--- config.mk ---
export PLATFORM = sky130hd
export DESIGN_NAME = mac_accumulator
export DESIGN_NICKNAME = d
export VERILOG_FILES = /design/src/rtl/mac_accumulator.sv
export SDC_FILE = /design/constraint.sdc
export NUM_CORES = 1
export LEC_CHECK = 0
export ABC_AREA = 1
export BUFFER_PORTS_ARGS = -buffer_cell sky130_fd_sc_hd__buf_2
export CORE_ASPECT_RATIO = 1.5
export CORE_MARGIN = 8
export CORE_UTILIZATION = 30
export CTS_CLUSTER_DIAMETER = 60
export DETAILED_ROUTE_END_ITERATION = 7
export GPL_TIMING_DRIVEN = 0
export PLACE_DENSITY = 0.54
export SLEW_MARGIN = 20
export SYNTH_ARGS = -nofsm -noshare
export SYNTH_HDL_FRONTEND = slang
export SYNTH_SLANG_ARGS = --single-unit
--- constraint.sdc ---
create_clock -name clk -period 2.1 [get_ports clk]
set_clock_uncertainty 0.15 [all_clocks]
set_input_delay 0.21 -clock clk [delete_from_list [all_inputs] [get_ports clk]]
set_output_delay 0.21 -clock clk [all_outputs]
set_load 0.02 [all_outputs]
--- src/rtl/mac_accumulator.sv ---
// Sums groups of unsigned 16-bit products (ended by prod_last); result valid two cycles after the last handshake.
// Result is held in HOLD until out_ready; input is stalled from the last product until the output handshake.
module mac_accumulator #(
    parameter int ACC_W    = 24,
    parameter int CNT_W    = 8,
    parameter bit SATURATE = 1'b1
) (
    input  logic             clk,
    input  logic             rst_n,
    input  logic             soft_clr,
    input  logic             prod_valid,
    output logic             prod_ready,
    input  logic [15:0]      prod,
    input  logic             prod_last,
    output logic             out_valid,
    input  logic             out_ready,
    output logic [ACC_W-1:0] out_sum,
    output logic [CNT_W-1:0] out_count,
    output logic             out_ovf,
    output logic             busy
);

    typedef enum logic {ACC, HOLD} state_t;

    state_t            state;
    logic              s1_valid;
    logic [15:0]       s1_prod;
    logic              s1_last;
    logic [ACC_W-1:0]  acc;
    logic [CNT_W-1:0]  cnt;
    logic              ovf_sticky;

    logic [ACC_W:0]    wide;
    logic [ACC_W-1:0]  acc_nxt;
    logic [CNT_W-1:0]  cnt_nxt;
    logic              ovf_nxt;
    logic              accumulate;
    logic              in_hs;

    // A pending last product blocks new input so groups never interleave.
    assign prod_ready = (state == ACC) & ~(s1_valid & s1_last) & ~soft_clr;
    assign in_hs      = prod_valid & prod_ready;
    assign accumulate = (state == ACC) & s1_valid;
    assign busy       = s1_valid | (cnt != '0) | (state == HOLD);

    assign wide    = {1'b0, acc} + {{(ACC_W + 1 - 16){1'b0}}, s1_prod};
    assign acc_nxt = (wide[ACC_W] && SATURATE) ? {ACC_W{1'b1}} : wide[ACC_W-1:0];
    assign ovf_nxt = ovf_sticky | wide[ACC_W];
    assign cnt_nxt = (cnt == {CNT_W{1'b1}}) ? cnt : cnt + 1'b1;

    always_ff @(posedge clk or negedge rst_n) begin
        if (!rst_n) begin
            state      <= ACC;
            s1_valid   <= 1'b0;
            s1_prod    <= '0;
            s1_last    <= 1'b0;
            acc        <= '0;
            cnt        <= '0;
            ovf_sticky <= 1'b0;
            out_valid  <= 1'b0;
            out_sum    <= '0;
            out_count  <= '0;
            out_ovf    <= 1'b0;
        end else begin
            s1_valid <= in_hs;
            if (in_hs) begin
                s1_prod <= prod;
                s1_last <= prod_last;
            end

            if (soft_clr) begin
                acc        <= '0;
                cnt        <= '0;
                ovf_sticky <= 1'b0;
                out_valid  <= 1'b0;
                state      <= ACC;
            end else if (accumulate) begin
                if (s1_last) begin
                    out_sum    <= acc_nxt;
                    out_count  <= cnt_nxt;
                    out_ovf    <= ovf_nxt;
                    out_valid  <= 1'b1;
                    state      <= HOLD;
                    acc        <= '0;
                    cnt        <= '0;
                    ovf_sticky <= 1'b0;
                end else begin
                    acc        <= acc_nxt;
                    cnt        <= cnt_nxt;
                    ovf_sticky <= ovf_nxt;
                end
            end else if (state == HOLD && out_ready) begin
                // Output data registers intentionally keep the last result.
                out_valid <= 1'b0;
                state     <= ACC;
            end
        end
    end

endmodule
==> impl_metrics.yaml <==
sta:
  fin_crit_sh: 1.06
  slew_headroom: 0.590
  fin_crit_ns: 2.23
  fin_ws_ns: -0.133
  setup_viol: 47
  rsz0062_at_grt: "yes"
  maxSlewViolCount: 0
  max_freq_ghz: 0.448
  hold_viol_final: 0
  tightest_slew_ns: 0.612
critical_path:
  critPathSlowestCell: "dfrtp_1"
  worstPathRequired_ns: 2.19
  end_kind: "flip-flop"
  worstPathBufferInverterCount: 2
  cpMostUsedCell: "nand2_2"
  crit_fanout: 4
  critPathArrivalTime_ns: 2.33
  slowest_delay_ns: 0.40
  crit_cells: 14
  critPathKind: "flip-flop to flip-flop"
  crit_chain: "ha_2, fa_2, nand2_2, nand2_2, nand3_2, nand2_2, nand2_2, nand2_4, nand2_8, buf_4, buf_4, nand3_1, nand2_1, nand2_1"
  critical_path.top_delay_family: "simple AND/OR/NAND/NOR gates"
  critPathLaunchType: "flip-flop"
  r2r_cells: 14
die:
  die_area_mm2: 0.0209
  ios: 58
  fp.dieH_um: 173
  core.rowCount: 57
  start_util: 0.306
  die-width_um: 121
  core_mm2: 0.0162
routing:
  routedWlPerCell_um: 15.1
  routed_via_density: 4.66
  vias: 4764
  drc: 0
  firstDrtPassIters: 5
  ant_nets: 0
  drt_iter0_markers: 205
  drt_wl_total_mm: 15.5
flow_run:
  maxCapViolations: 0
logic_synthesis:
  synthFlopType: "dfrtp_1"
  synth.area.top_cells: "dfrtp_1, nand2_1, inv_1"
  netlist.top_cell.by_area: "dfrtp_1"
  syn_avg_cell_area_um2: 7.10
  yosysSeqAreaShare: 0.430
  synth_common_cells: "nand2_1, dfrtp_1, inv_1, nor2_1, nand3_1"
  synthMuxAreaShare: 0
  async_flop_share: 1.00
  yosysTopAreaCellShare: 0.430
  synth.most_common_cell: "nand2_1"
  synthCells: 697
  synth_top_family_by_area: "simple AND/OR/NAND/NOR gates"
  synth_simple_gate_area_frac: 0.366
  synth_nets: 738
  synth-xor-area-share: 0.0177
  synthAdderAreaFrac: 0.0496
  syn_area_mm2: 0.00495
  yosysWarnings: 0
  synth_compound_area_frac: 0.0637
  ys_seq_elements: 85
  synthDistinctLibCells: 33
  synth_edf_count: 0
placement:
  place_inst: 961
  numPortBuffers: 57
  place_hpwl_mm: 11.6
  globalplace.congestion: 0.930
  pre_cts_slack_ns: -0.374
clock_tree:
  clk_pin_slew_worst_paths_ns: 0.07
  cts_sinks: 85
  clk_latency_ns: 0.36
  h-tree-depth: 3
  cts_tree: "built"
  cts-buffers-inserted: 9
  cts-root-buf: "clkbuf_16"
  cts_buffer_depth: 2
power_and_ir_drop:
  power_density_mw_per_mm2: 766
  vdd_ir_drop_max_v: 0.000398
  leakagePower_uw: 0.00358
min_path:
  hold_path_class: "input pin to async pin"
run_status:
  violations: "negative setup slack"
  status: "finished, violations left"
cells_and_area:
  multiInputGateArea_mm2: 0.00293
  drive_gt1_frac: 0.242
  fin_nets: 853
  seq_area_mm2: 0.00213
  diodes: 0
  num-fill-cells: 1671
  final_cells: 1023
  areaGrowthSynthToFinish_pct: 36.5
global_route:
  grt_pass1_vias: 5062
  grt_overflow: 0
  grt_max_degree: 76
  antenna_found_initial: 0
  track_usage: 0.152
  grt_pass1_wl_mm: 25.2
## worst reg2reg max path, stage by stage (launching register included)
cell     delay, ns
dfrtp_1       0.40
ha_2          0.20
fa_2          0.36
nand2_2       0.09
nand2_2       0.07
nand3_2       0.07
nand2_2       0.07
nand2_2       0.08
nand2_4       0.08
nand2_8       0.10
buf_4         0.14
buf_4         0.11
nand3_1       0.09
nand2_1       0.07
nand2_1       0.05
## report_power, final
group,switching (uW),internal [uW]
logic,898,566
clock network,720,931
registers,180,1880
total,1800,3370
## cells in the final DEF, fill, tap and decap left out, types with 4 or more instances in the layout
cell,netlist,final
nand2_1,323,293
dfrtp_1,85,84
inv_1,75,74
buf_2,3,59
nor2_1,39,35
nand2_2,8,31
o21ai_0,26,24
nand3_1,29,20
dlygate4sd3_1,0,20
buf_4,0,19
a21oi_1,21,15
ha_4,0,13
xor2_1,10,10
clkbuf_1,10,9
nand3_4,0,9
clkbuf_16,0,9
nand4_1,7,7
nor2_2,3,7
buf_6,2,7
nor3_1,6,6
nand3_2,6,6
nand2_4,1,6
a21oi_2,0,6
and2_1,3,4
o22ai_1,4,4
clkinvlp_4,0,4
## registers in the layout, indices dropped and copies added, names as in the netlist
| register | cells |
|---|---|
| cnt | 8 |
| s1_last | 1 |
| s1_valid | 1 |
| out_count | 8 |
| state | 1 |
| out_sum | 24 |
| out_ovf | 1 |
| s1_prod | 16 |
| acc | 24 |
| ovf_sticky | 1 |
## worst paths after layout
| kind | start | end | slack (ns) |
|---|---|---|---|
| max | acc[0] | out_sum[21] | -0.13 |
| min | rst_n | s1_prod[4] | 0.08 |
| max reg2reg | acc[0] | out_sum[21] | -0.13 |
| min reg2reg | out_sum[21] | out_sum[21] | 0.33 |
| max in group asynchronous | rst_n | acc[13] | 1.12 |
| min in group clk | soft_clr | out_sum[22] | 0.11 |
## layout make-up
cell class / count / area share
repair buffers: 104 / 0.113
clock inverters: 6 / 0.0106
inverters: 76 / 0.0426
multi-input cells: 521 / 0.433
clock buffers: 10 / 0.0339
plain buffers: 15 / 0.0128
well taps: 206 / 0.0382
flip-flops and latches: 85 / 0.315
## cell families after synthesis
| group | count (synthesis) |
|---|---|
| AO/OA/AOI/OAI | 59 |
| XOR/XNOR | 10 |
| adder cells (fa/ha/maj) | 19 |
| buffers and inverters | 91 |
| flip-flops | 85 |
| AND/OR/NAND/NOR | 433 |
## what timing repair did
item / in CTS / in global routing
endpoints found under the setup margin: 50 / 54
resized for setup: 52 / 52
buffers inserted: 19 / 9
endpoints found under the hold margin: 103 / 0
pin swaps: 16 / 11
cloned: 1 / 0
hold buffers: 20 / 0
## routing by layer
| layer | up-vias | part of all wire | track usage |
|---|---|---|---|
| li1 | 2409 | - | - |
| met1 | 2245 | 0.38 | 0.152 |
| met2 | 80 | 0.54 | 0.285 |
| met3 | 30 | 0.025 | 0.0228 |
| met4 | 0 | 0.047 | 0.0936 |
| met5 | - | 0 | 0 |
## per-stage QoR
stage | setup TNS [ns] | cell area (um2) | hold WS, ns | utilization | total power [uW]
floorplan | 0 | 4950 | -0.236 | - | 2820
global placement | -29.60 | 5500 | 0.261 | 0.340 | 3300
detailed placement | -14.55 | 5530 | -0.119 | 0.342 | 3310
CTS | -3.05 | 6500 | 0.0719 | 0.402 | 5120
global route | -6.50 | 6750 | 0.0824 | 0.417 | 5440
finish | -3.46 | 6750 | 0.0771 | 0.417 | 5170
(Power assumes the default switching activity.)
